**src/rtl/pipe_pkg.sv**
```systemverilog
// rtl/pipe_pkg.sv - shared types for elastic pipeline stages
package pipe_pkg;

  // Stage fill state; the encoding equals the number of held entries.
  typedef enum logic [1:0] {
    ST_EMPTY = 2'd0,
    ST_ONE   = 2'd1,
    ST_FULL  = 2'd2
  } pipe_state_t;

  // Field layout carried across the ID/EX boundary.
  typedef struct packed {
    logic [31:0] pc;
    logic [31:0] pc_plus4;
    logic [31:0] rs1_val;
    logic [31:0] rs2_val;
    logic [31:0] imm;
    logic [14:0] ctrl;
    logic [15:0] tag;
  } id_ex_payload_t;

  localparam int ID_EX_W = $bits(id_ex_payload_t);

endpackage

```
**src/rtl/sat_counter.sv**
```systemverilog
// rtl/sat_counter.sv - saturating event counter with synchronous clear
module sat_counter #(
  parameter int W = 16
) (
  input  logic         clk,
  input  logic         rst,
  input  logic         inc,
  input  logic         clr,
  output logic [W-1:0] count
);

  localparam logic [W-1:0] CNT_ONE = {{(W-1){1'b0}}, 1'b1};
  localparam logic [W-1:0] CNT_MAX = {W{1'b1}};

  logic [W-1:0] count_q, count_d;

  // Clear wins over increment; increment stops at all-ones.
  always_comb begin
    count_d = count_q;
    if (clr) begin
      count_d = '0;
    end else if (inc && (count_q != CNT_MAX)) begin
      count_d = count_q + CNT_ONE;
    end
  end

  // Counter register.
  always_ff @(posedge clk or negedge rst) begin
    if (!rst) begin
      count_q <= '0;
    end else begin
      count_q <= count_d;
    end
  end

  assign count = count_q;

endmodule

```
**src/rtl/pipe_stage_elastic.sv**
```systemverilog
// rtl/pipe_stage_elastic.sv - valid/ready pipeline register with optional skid entry
module pipe_stage_elastic
  import pipe_pkg::*;
#(
  parameter int WIDTH   = ID_EX_W,
  parameter bit SKID_EN = 1'b1,
  parameter int CNT_W   = 16
) (
  input  logic             clk,
  input  logic             rst,
  input  logic             flush,
  input  logic             in_valid,
  output logic             in_ready,
  input  logic [WIDTH-1:0] in_data,
  output logic             out_valid,
  input  logic             out_ready,
  output logic [WIDTH-1:0] out_data,
  output logic [1:0]       occupancy,
  output logic [CNT_W-1:0] bp_cycles,
  input  logic             bp_clr
);

  pipe_state_t      state_q, state_d;
  logic [WIDTH-1:0] main_q;
  logic [WIDTH-1:0] skid_data;
  logic             in_fire;
  logic             load_main_in;
  logic             load_main_skid;
  logic             load_skid;

  assign in_fire = in_valid & in_ready;

  // State register.
  always_ff @(posedge clk or negedge rst) begin
    if (!rst) begin
      state_q <= ST_EMPTY;
    end else begin
      state_q <= state_d;
    end
  end

  // Next state and register load strobes; flush overrides every transition and load.
  always_comb begin
    state_d        = state_q;
    load_main_in   = 1'b0;
    load_main_skid = 1'b0;
    load_skid      = 1'b0;
    case (state_q)
      ST_EMPTY: begin
        if (in_fire) begin
          state_d      = ST_ONE;
          load_main_in = 1'b1;
        end
      end
      ST_ONE: begin
        if (in_fire && out_ready) begin
          load_main_in = 1'b1;
        end else if (in_fire && SKID_EN) begin
          state_d   = ST_FULL;
          load_skid = 1'b1;
        end else if (out_ready) begin
          state_d = ST_EMPTY;
        end
      end
      ST_FULL: begin
        if (out_ready) begin
          state_d        = ST_ONE;
          load_main_skid = 1'b1;
        end
      end
      default: begin
        state_d = ST_EMPTY;
      end
    endcase
    if (flush) begin
      state_d        = ST_EMPTY;
      load_main_in   = 1'b0;
      load_main_skid = 1'b0;
      load_skid      = 1'b0;
    end
  end

  // Outputs derived from registered state; only out_ready may reach in_ready without a register.
  always_comb begin
    out_valid = 1'b0;
    occupancy = 2'd0;
    case (state_q)
      ST_ONE: begin
        out_valid = 1'b1;
        occupancy = 2'd1;
      end
      ST_FULL: begin
        out_valid = 1'b1;
        occupancy = 2'd2;
      end
      default: begin
        out_valid = 1'b0;
        occupancy = 2'd0;
      end
    endcase
    if (SKID_EN) begin
      in_ready = (state_q != ST_FULL);
    end else begin
      in_ready = !out_valid || out_ready;
    end
  end

  // Head register: loads from upstream or promotes the skid entry.
  always_ff @(posedge clk or negedge rst) begin
    if (!rst) begin
      main_q <= '0;
    end else if (load_main_in) begin
      main_q <= in_data;
    end else if (load_main_skid) begin
      main_q <= skid_data;
    end
  end

  generate
    if (SKID_EN) begin : g_skid
      logic [WIDTH-1:0] skid_q;

      // Second entry, captured when the head is stalled.
      always_ff @(posedge clk or negedge rst) begin
        if (!rst) begin
          skid_q <= '0;
        end else if (load_skid) begin
          skid_q <= in_data;
        end
      end

      assign skid_data = skid_q;
    end else begin : g_no_skid
      logic unused_load_skid;
      assign unused_load_skid = load_skid;
      assign skid_data        = '0;
    end
  endgenerate

  assign out_data = main_q;

  sat_counter #(
    .W (CNT_W)
  ) u_bp_cnt (
    .clk   (clk),
    .rst   (rst),
    .inc   (out_valid & ~out_ready),
    .clr   (bp_clr),
    .count (bp_cycles)
  );

endmodule

```
**config.mk**
```make
export PLATFORM = sky130hd
export DESIGN_NAME = pipe_stage_elastic
export DESIGN_NICKNAME = d
export VERILOG_FILES = /design/src/rtl/pipe_pkg.sv /design/src/rtl/sat_counter.sv /design/src/rtl/pipe_stage_elastic.sv
export SDC_FILE = /design/constraint.sdc
export NUM_CORES = 1
export LEC_CHECK = 0
export CORE_MARGIN = 1
export CORE_UTILIZATION = 35
export DETAILED_ROUTE_END_ITERATION = 8
export PLACE_DENSITY = 0.73
export SKIP_CTS_REPAIR_TIMING = 1
export SYNTH_ARGS = -nofsm -noshare
export SYNTH_HDL_FRONTEND = slang
export SYNTH_SLANG_ARGS = --single-unit
```
**constraint.sdc**
```tcl
create_clock -name clk -period 1.98 [get_ports clk]
set_input_delay 0.297 -clock clk [delete_from_list [all_inputs] [get_ports clk]]
set_output_delay 0.297 -clock clk [all_outputs]
set_load 0.01 [all_outputs]
```
* Word-level counts from Yosys, hierarchy flattened
Index checks and enable logic that the tools add are counted.
** Storage, ports and cells
- Word-level logic and storage cells :: 46
- Input bits :: 197
- Bits in registers :: 400
** Cells by class
- Equality and inequality tests :: 8
- Add/subtract/negate cells :: 1
- Reduce and logical (&&, ||, !) cells :: 7
- Bitwise operators :: 3
- Muxes and demuxes :: 23
** Operators by type and width (number)
- 191-bit 2-to-1 mux :: 2
- 16-bit 2-to-1 mux :: 2
- 16-bit by 1-bit adder with 16-bit output (second input constant) :: 1
- 16-bit != test (second input constant) :: 1
- 2-bit 2-to-1 mux :: 6
- 1-bit 2-to-1 mux :: 10
- 3-bit != test (second input constant) :: 3
- 2-bit one-hot mux with 3 select lines :: 1
- 4-bit != test (second input constant) :: 1
- 2-bit one-hot mux with 2 select lines :: 1
- 4-bit AND reduction :: 1
- 2-bit nonzero test :: 2
- 1-bit bitwise AND :: 2
- 2-bit by 1-bit equality test with 1-bit output (second input constant) :: 1
- 2-bit equality test (second input constant) :: 1
- 1-bit logical AND :: 2
- 2-bit zero test :: 1
- 2-bit != test (second input constant) :: 1
- 1-bit one-hot mux with 2 select lines :: 1
- 2-bit OR reduction :: 1
- 1-bit NOT :: 1

* Longest topological paths before layout
Gate-level depths: netlist (run 1).
- Word-level depth :: 7
- Mapped depth :: 8
- Depth with buffers taken out :: 6

* Cells and area by module
A second synthesis (run 1) with hierarchy kept.
** Unflattened totals
- Cell total of the unflattened synthesis :: 1168
- Area total of the unflattened synthesis :: 16565.9 um^2
** Modules (own cells, without submodules)
- pipe_stage_elastic :: instances 1, area an instance 15623.7 um^2, cells an instance 1070
- sat_counter :: instances 1, area an instance 942.2 um^2, cells an instance 98

* Worst setup path before layout (run 1)
Ideal clock, no wire load.
- Kind :: register -> register
- From :: reg state_q[1]
- To :: reg g_skid.skid_q[0]
- Path buffers :: 2
- Stages on the path, launching flop included :: 8
- Slack :: -98 ps
- Arrival time :: 1953 ps
- Setup time :: 125 ps
- Data required time :: 1855 ps
- Cells stage by stage :: dfrtp_1 inv_1 ha_1 inv_1 or4_4 buf_12 buf_12 mux2_4
** On the way
- Word-level cells in the longest chain between the ends :: 6
** Ends and longest elaborated chain
- start, declared :: RTL line pipe_stage_elastic.sv:23 : pipe_state_t state_q, state_d;
- start signal, assigned :: RTL line pipe_stage_elastic.sv:38 : state_q <= state_d;
- 2-bit != test :: RTL line pipe_stage_elastic.sv:102 : in_ready = (state_q != ST_FULL);
- 1-bit bitwise AND :: RTL line pipe_stage_elastic.sv:31 : assign in_fire = in_valid & in_ready;
- 1-bit 2-to-1 mux or 1-bit logical AND (tied branches) :: RTL line pipe_stage_elastic.sv:58, pipe_stage_elastic.sv:56
- 1-bit 2-to-1 mux :: RTL line pipe_stage_elastic.sv:56 : if (in_fire && out_ready) begin
- 1-bit 2-to-1 mux * :: RTL line pipe_stage_elastic.sv:48 : case (state_q)
- 1-bit 2-to-1 mux * :: RTL line pipe_stage_elastic.sv:75 : if (flush) begin
- end signal, assigned :: RTL line pipe_stage_elastic.sv:128 : skid_q <= in_data;
- end, declared :: RTL line pipe_stage_elastic.sv:121 : logic [WIDTH-1:0] skid_q;
Mark *: on every way between the ends. The rest lies on a longest branch, timed or not.
A chain may end at the register's enable or synchronous reset.

* Worst setup path after layout (run 1)
- From :: reg state_q[1]
- To :: reg g_skid.skid_q[69]
The elaborated chain is that of the path after synthesis.

==> out/results.ini, run 1 <==
[timing]
rsz0062_at_grt=yes
finalCritPeriodShare=1.09
final-setup-viol-count=376
fmax_ghz=0.465
setup_ws_ns=-0.171
finalMaxSlewViolations=0
hold_viol=0
fin_crit_ns=2.15
worst_pin_slew_ns=0.505
finalSetupTns_ns=-38.54
finClkSkew_ns=0.00981
slew_headroom=0.663

[synth]
synth_area_per_cell_um2=14.9
muxShareOfSynthArea=0.168
ys_seq_elements=400
synthSimpleGateAreaFrac=0.0175
syn_area_um2=17300
yosysTopAreaCellShare=0.578
async_flop_share=1.00
synth-main-ff-cell=dfrtp_1
synthAdderAreaFrac=0.00433
synthXorXnorAreaFrac=0.00101
synth-edff-count=0
synth_cells=1160
ys_seq_area_frac=0.578
synthDistinctLibCells=39
synth.most_common_cell=dfrtp_1
synth.top_cells.by_count=400 x dfrtp_1, 192 x a21o_1, 191 x a22o_1, 190 x mux2_4, 40 x clkbuf_1
synthTopCellsByArea=dfrtp_1 58%, mux2_4 16%, a22o_1 9.7%
synth_largest_area_cell=dfrtp_1
yosysWarnings=0
synthesis.nets=1363
synth_top_family_by_area=compound AO/OA/AOI/OAI gates
synth_compound_area_frac=0.190

[run_status]
violations=negative setup slack
status=complete, but fails checks

[detailed_routing]
wl_per_cell_um=21.2
wl_met2_um=23600
drtIter0Drc=663
drc=0
vias=12200
top_layer=met5
firstDrtPassIters=5
drt-vias-per-instance=5.08
postRouteAntennaNets=0
routed_wl_um=50900
wl_met1_um=22600
wl_met3_um=3540

[power]
leakagePower_uw=0.0130
ir_worst_vdd_uv=798
power_uw=37200
power_density_nw_per_um2=1450

[layout]
drive_gt1_frac=0.269
final_nets=1909
area_growth_pct=47.8

[cts]
clock-root-buffer=clkbuf_16
cts_buffer_depth=3
htree_levels=2
clock-sinks=400
clk_pin_slew_worst_paths_ns=0.06
cts_made_buffers=45
cts_tree=built
clock_latency_ns=0.56

[global_routing]
grtUsageTotal=0.180
grt-ovfl-total=0
grt_pass1_vias=12700
grt_antenna_before_repair=2
grt_pass1_wl_um=72100
grt_max_degree=57

[critical_path]
cp_data_arrival_time_ns=2.59
endpoint_kind=register
required_ns=2.42
path_class=register to register
start_kind=register
worstPathMaxFanout=20

[floorplan]
pin_count=408
dieArea_um2=50400
num_rows=81
coreArea_um2=48800
die-height_um=225
start_util=0.355
die_w_um=225

[job]
cap_violations=0

[place]
hpwlAfterDp_um=32700
gp_congestion=0.851
io_buffers=407

[worst_hold_path]
hold_class=input pin to asynchronous set/reset pin

==> critical path, cell delays in order (launching register included) <==
cell      delay [ns]
dfrtp_1         0.41
buf_6           0.13
ha_4            0.16
nand2b_4        0.14
or4_4           0.46
buf_12          0.19
buf_12          0.19
mux2_4          0.31
==> registers in the layout, indices dropped and copies added, names as in the netlist <==
signal and count:
g_skid.skid_q 191, u_bp_cnt.count 16, out_data 191, state_q 2
==> stage by stage <==
step / cells / hold slack [ns] / setup slack (ns) / util / cell area (um2)
detailed placement: 2276 / 0.284 / -0.337 / 0.470 / 23000
global placement: 2276 / 0.286 / -0.295 / 0.470 / 23000
floorplan: 1160 / 0.00141 / -0.0124 / - / 17400
CTS: 2356 / -0.329 / -0.561 / 0.500 / 24400
global route: 2403 / 0.294 / -0.188 / 0.524 / 25600
finish: 2404 / 0.299 / -0.171 / 0.524 / 25600
==> power by group <==
part	switching (uW)	total [uW]	internal, uW
combinational	5020	14400	9340
sequential	2400	14500	12100
clock	3330	8250	4920
==> path summary, 6_finish.rpt <==
check                                         start                              to  slack [ns]  depth (start not counted)
max in group asynchronous                       rst        out_data[10]$_DFFE_PN0P_        0.92                          3
max reg2reg                  state_q[1]$_DFFE_PN0P_   g_skid.skid_q[69]$_DFFE_PN0P_       -0.17                          7
min                                             rst  g_skid.skid_q[123]$_DFFE_PN0P_        0.30                          2
max                          state_q[1]$_DFFE_PN0P_   g_skid.skid_q[69]$_DFFE_PN0P_       -0.17                          7
min reg2reg                out_data[42]$_DFFE_PN0P_        out_data[42]$_DFFE_PN0P_        0.47                          1
min in group clk                         in_data[3]    g_skid.skid_q[3]$_DFFE_PN0P_        0.38                          2
==> area by class of cell <==
cell class	instances	area (um2)
Timing Repair Buffer	588	6560
Multi-Input combinational cell	665	6710
Fill cell	4000	23200
Inverter	6	22.5
Tap cell	664	831
Clock buffer	70	1380
Clock inverter	10	86.3
Antenna cell	1	2.50
Sequential cell	400	10000
==> cells by family after synthesis <==
kind of cell / after synthesis
xor+xnor: 2
fa+ha+maj: 6
flops: 400
compound gates: 411
buf+inv: 95
simple gates: 51
mux: 195
==> cells in the final DEF (no fill, tap or decap), types with 7 or more instances in the layout <==
cell | Yosys | routed
dlymetal6s2s_1 | 0 | 7
buf_8 | 0 | 9
mux2_4 | 190 | 190
buf_12 | 21 | 35
a21oi_1 | 13 | 10
buf_4 | 0 | 74
dfrtp_1 | 400 | 398
clkdlybuf4s50_1 | 0 | 398
clkbuf_8 | 0 | 12
clkbuf_1 | 40 | 11
nand2_1 | 7 | 7
a22o_1 | 191 | 191
a21o_1 | 192 | 192
buf_6 | 0 | 35
nor2_1 | 9 | 7
clkbuf_16 | 0 | 70
==> per-layer routing <==
layer,track usage,up-vias
met4,0.0496,2
met1,0.237,6303
met5,0,-
met3,0.0568,79
li1,-,5442
met2,0.287,398
Note: power is estimated with default switching activity, not from simulation.
==> run 2, diff against run 1 <==
Settings changed: CELL_PAD_IN_SITES_DETAIL_PLACEMENT set to 1, CELL_PAD_IN_SITES_GLOBAL_PLACEMENT set to 1, GPL_ROUTABILITY_DRIVEN set to 0, MAX_ROUTING_LAYER set to met4, PLACE_DENSITY 0.73 to 0.84.
==> run 2 against run 1 <==
The flow still finishes with violations (negative setup slack). First-iteration DRC count up 12%. Sequential power is essentially flat. Critical path depth did not move. Non-clock buffer count down 28. Register-to-register slack better by 0.04 ns. Via count increased by 2.5%. Setup slack better by 0.045 ns. Highest routed layer is now met4.
==> out/results.ini, run 2 (synthesized netlist as in run 1, its figures left out) <==
[detailed_routing]
wl_met1_um=23700
vias=12500
drtIter0Drc=740
wl_per_cell_um=24.9
drc=0
top_layer=met4
firstDrtPassIters=4
wl_met2_um=30400
wl_met3_um=3440
routed_wl_um=59400
postRouteAntennaNets=0
drt-vias-per-instance=5.26

[floorplan]
pin_count=408
die_w_um=225
die-height_um=225
num_rows=81
coreArea_um2=48800
dieArea_um2=50400
start_util=0.355

[global_routing]
grt_antenna_before_repair=5
grtUsageTotal=0.217
grt_pass1_wl_um=83200
grt_max_degree=62
grt-ovfl-total=0
grt_pass1_vias=13800

[place]
io_buffers=407
hpwlAfterDp_um=35800
dp_cells=2247
placed_area_um2=22700

[run_status]
violations=negative setup slack
status=complete, but fails checks

[timing]
finalSetupTns_ns=-24.11
fin_crit_ns=2.11
finClkSkew_ns=0.0243
rsz0062_at_grt=yes
setup_ws_ns=-0.127
finalMaxSlewViolations=0
worst_pin_slew_ns=0.567
hold_viol=0
final-setup-viol-count=348
finalCritPeriodShare=1.06
fmax_ghz=0.475
slew_headroom=0.622

[critical_path]
start_kind=register
endpoint_kind=register
path_class=register to register
cp_data_arrival_time_ns=2.55
required_ns=2.43
cp-endpoint=g_skid.skid_q[37]$_DFFE_PN0P_
regToRegSetupSlack_ns=-0.13
r2r_end=g_skid.skid_q[37]$_DFFE_PN0P_
reg2reg_from=state_q[1]$_DFFE_PN0P_
startpoint=state_q[1]$_DFFE_PN0P_
worstPathMaxFanout=16
reg2reg_depth=7

[power]
clkPwrFrac=0.232
power_density_nw_per_um2=1500
leakagePower_uw=0.0128
p_int_uw=26700
switchingPower_uw=11600
ir_worst_vdd_uv=894
comb_power_share=0.381
power_uw=38300
seq_power_share=0.387
switching_share=0.302

[layout]
final_cell_mix=402 x clkdlybuf4s50_1, 398 x dfrtp_1, 192 x a21o_1, 190 x a22o_1, 190 x mux2_4
final_cells=2381
final_area_um2=25500
area_growth_pct=46.9
num-fill-cells=4744
layout_commonest_cell=clkdlybuf4s50_1
multi_input_area_um2=6660
drive_gt1_frac=0.257
final_nets=1883
fin_util=0.521
area.sequential_um2=10000

[cts]
clock-sinks=400
cts_made_buffers=47
clk_pin_slew_worst_paths_ns=0.06
clock_latency_ns=0.57
clock-root-buffer=clkbuf_16
htree_levels=2
cts_tree=built
cts_buffer_depth=3

[worst_hold_path]
hold_class=input pin to asynchronous set/reset pin

[job]
cap_violations=0

-- run 2: cell types whose count changed in the layout (fill, tap and decap cells not counted), moves of 4 or more --
cell,delta
buf_6,-22
buf_4,-12
clkbuf_1,-7
buf_8,+6
clkinvlp_4,+5
bufinv_16,+4
clkdlybuf4s50_1,+4
diode_2,+4
-- run 2: power by group through the flow --
stage                     Combinational [uW]  Sequential, uW  Clock (uW)
final                                  14600           14800        8880
after global routing                   15400           15200        9360
after CTS                              13400           14700        9070
after detailed placement               13200           14600           0
after global placement                 12600           14300           0
after floorplan                         5790           14900           0
-- run 2: layer usage --
metal  vias to the layer above  track usage
li1                       5398            -
met1                      6632        0.255
met2                       387        0.359
met3                       114       0.0559
met4                         0       0.0777
met5                         -            -
-- run 2: per-stage QoR --
| stage | hold WS, ns | setup slack [ns] |
|---|---|---|
| 3_5_place_dp | 0.288 | -0.468 |
| 4_1_cts | -0.331 | -0.491 |
| 5_1_grt | 0.306 | -0.169 |
| 3_3_place_gp | 0.283 | -0.414 |
| 2_1_floorplan | 0.00141 | -0.0124 |
| 6_report | 0.289 | -0.127 |
-- run 2: worst min-delay path by stage --
| stage | start | end | cells after the start |
|---|---|---|---|
| 6_report | rst | out_data[79]$_DFFE_PN0P_ | 2 |
| 3_3_place_gp | rst | out_data[79]$_DFFE_PN0P_ | 1 |
| 4_1_cts | rst | out_data[79]$_DFFE_PN0P_ | 1 |
| 2_1_floorplan | rst | g_skid.skid_q[0]$_DFFE_PN0P_ | 0 |
| 5_1_grt | rst | out_data[79]$_DFFE_PN0P_ | 2 |
| 3_5_place_dp | rst | out_data[79]$_DFFE_PN0P_ | 1 |
-- run 2: worst max-delay path, stage by stage (launching register included) --
cell and delay, ns:
dfrtp_2 0.45, inv_2 0.10, ha_4 0.14, inv_2 0.04, or4_4 0.52, buf_12 0.20
buf_4 0.22, mux2_4 0.32
-- run 2: final cells by class --
| cell class | instances | area share |
|---|---|---|
| clock inverter | 21 | 0.0101 |
| tap | 664 | 0.0326 |
| antenna | 5 | 0.000492 |
| clock buffer | 60 | 0.0517 |
| sequential | 400 | 0.393 |
| timing repair buffer | 560 | 0.249 |
| inverter | 6 | 0.000983 |
| multi-input combinational | 665 | 0.262 |
==> run 3, diff against run 2 <==
--- a/config.mk
+++ b/config.mk
@@ -9,3 +9,2 @@
 export CELL_PAD_IN_SITES_GLOBAL_PLACEMENT = 1
-export CORE_MARGIN = 1
 export CORE_UTILIZATION = 35
--- a/constraint.sdc
+++ b/constraint.sdc
@@ -3,2 +3,2 @@
 set_output_delay 0.297 -clock clk [all_outputs]
-set_load 0.01 [all_outputs]
+set_load 0.1 [all_outputs]
==> run 3 against run 2 <==
The run still ends with negative setup slack left. Routed wire length increased by 0.12%. First-iteration DRC count decreased by 5.7%. Largest cell class unchanged. Clock skew about the same. Non-clock buffer count increased by 7. Flip-flop and latch count unchanged. Cell area decreased by 2.6%.
==> out/results.ini, run 3 (synthesized netlist as in run 1, its figures left out) <==
[run_status]
status=complete, but fails checks
violations=negative setup slack

[layout]
layout_commonest_cell=dfrtp_1
num-fill-cells=4821
multi_input_area_um2=6720
final_cells=2385
area_growth_pct=43.0
final_cell_mix=384 x dfrtp_1, 288 x buf_4, 195 x clkdlybuf4s50_1, 192 x a21o_1, 190 x mux2_4
drive_gt1_frac=0.391
area.sequential_um2=10000
final_nets=1887

[critical_path]
path_class=register to register
endpoint_kind=register
reg2reg_from=state_q[1]$_DFFE_PN0P_
start_kind=register
required_ns=2.42
cp_data_arrival_time_ns=2.60
worstPathMaxFanout=12
startpoint=state_q[1]$_DFFE_PN0P_

[floorplan]
pin_count=408
num_rows=81
die_w_um=225
coreArea_um2=48800
die-height_um=225
start_util=0.355
dieArea_um2=50400

[job]
cap_violations=0

[global_routing]
grt_max_degree=104
grt_pass1_wl_um=81100
grt-ovfl-total=0
grt_antenna_before_repair=3
grtUsageTotal=0.213
grtUsageMet2=0.349
grtUsageMet1=0.252
top_usage_layer=met2
grt_pass1_vias=13700
grtUsageMet3=0.0555

[cts]
htree_levels=2
cts_buffer_depth=3
clock-sinks=400
clock-root-buffer=clkbuf_16
clock_latency_ns=0.57
clk_pin_slew_worst_paths_ns=0.06
cts_made_buffers=44
cts_tree=built

[timing]
finalMaxSlewViolations=0
finalCritPeriodShare=1.09
rsz0062_at_grt=yes
final-setup-viol-count=384
slew_headroom=0.596
setup_ws_ns=-0.183
finalSetupTns_ns=-43.44
fmax_ghz=0.462
worst_pin_slew_ns=0.605
finClkSkew_ns=0.0242
hold_viol=0
fin_crit_ns=2.16

[detailed_routing]
vias=12600
postRouteAntennaNets=0
drtIter0Drc=698
wl_per_cell_um=24.9
routed_wl_um=59400
firstDrtPassIters=4
drc=0
drt-vias-per-instance=5.27

[place]
dp_cells=2263
io_buffers=407
hpwlAfterDp_um=36900

[worst_hold_path]
hold_class=input pin to asynchronous set/reset pin

[run 3: final timing paths]
| path | endpoint | slack (ns) | cells past startpoint |
|---|---|---|---|
| setup / recovery | g_skid.skid_q[135]$_DFFE_PN0P_ | -0.18 | 7 |
| hold / removal | out_data[115]$_DFFE_PN0P_ | 0.23 | 2 |
| setup reg to reg | g_skid.skid_q[135]$_DFFE_PN0P_ | -0.18 | 7 |
| hold reg to reg | out_data[124]$_DFFE_PN0P_ | 0.48 | 1 |
| max in group asynchronous | out_data[7]$_DFFE_PN0P_ | 0.81 | 3 |
| min in group clk | g_skid.skid_q[103]$_DFFE_PN0P_ | 0.38 | 2 |
[run 3: metrics by stage]
step / utilization / cell area [um2] / worst slack, ns / hold slack [ns]
floorplan: - / 17400 / -0.199 / 0.00141
global placement: 0.459 / 22400 / -0.241 / 0.213
detailed placement: 0.459 / 22400 / -0.299 / 0.218
CTS: 0.488 / 23800 / -0.208 / -0.394
global route: 0.507 / 24800 / -0.244 / 0.222
finish: 0.507 / 24800 / -0.183 / 0.231
[run 3: final cells by class]
cell class	instances	area share
antenna	3	0.000303
clock buffer	63	0.0510
clock inverter	17	0.00606
inverter	6	0.00106
multi-input combinational	665	0.271
sequential	400	0.405
tap	664	0.0335
timing repair buffer	567	0.232
[run 3: worst max-delay path, cell delays in order (launching register included)]
cell       delay (ns)
dfrtp_1          0.43
inv_2            0.12
ha_4             0.15
inv_2            0.04
or4_4            0.55
buf_16           0.21
clkbuf_16        0.20
mux2_4           0.31
[run 3: per-layer routing]
metal / vias to the layer above / share of wire
met4: 0 / 0.036
met3: 138 / 0.060
met5: - / 0
li1: 5395 / -
met1: 6598 / 0.40
met2: 442 / 0.50
Power of run 3 is not shown: default switching activity piles up to over one toggle a cycle in this logic, so the estimate is an artifact.
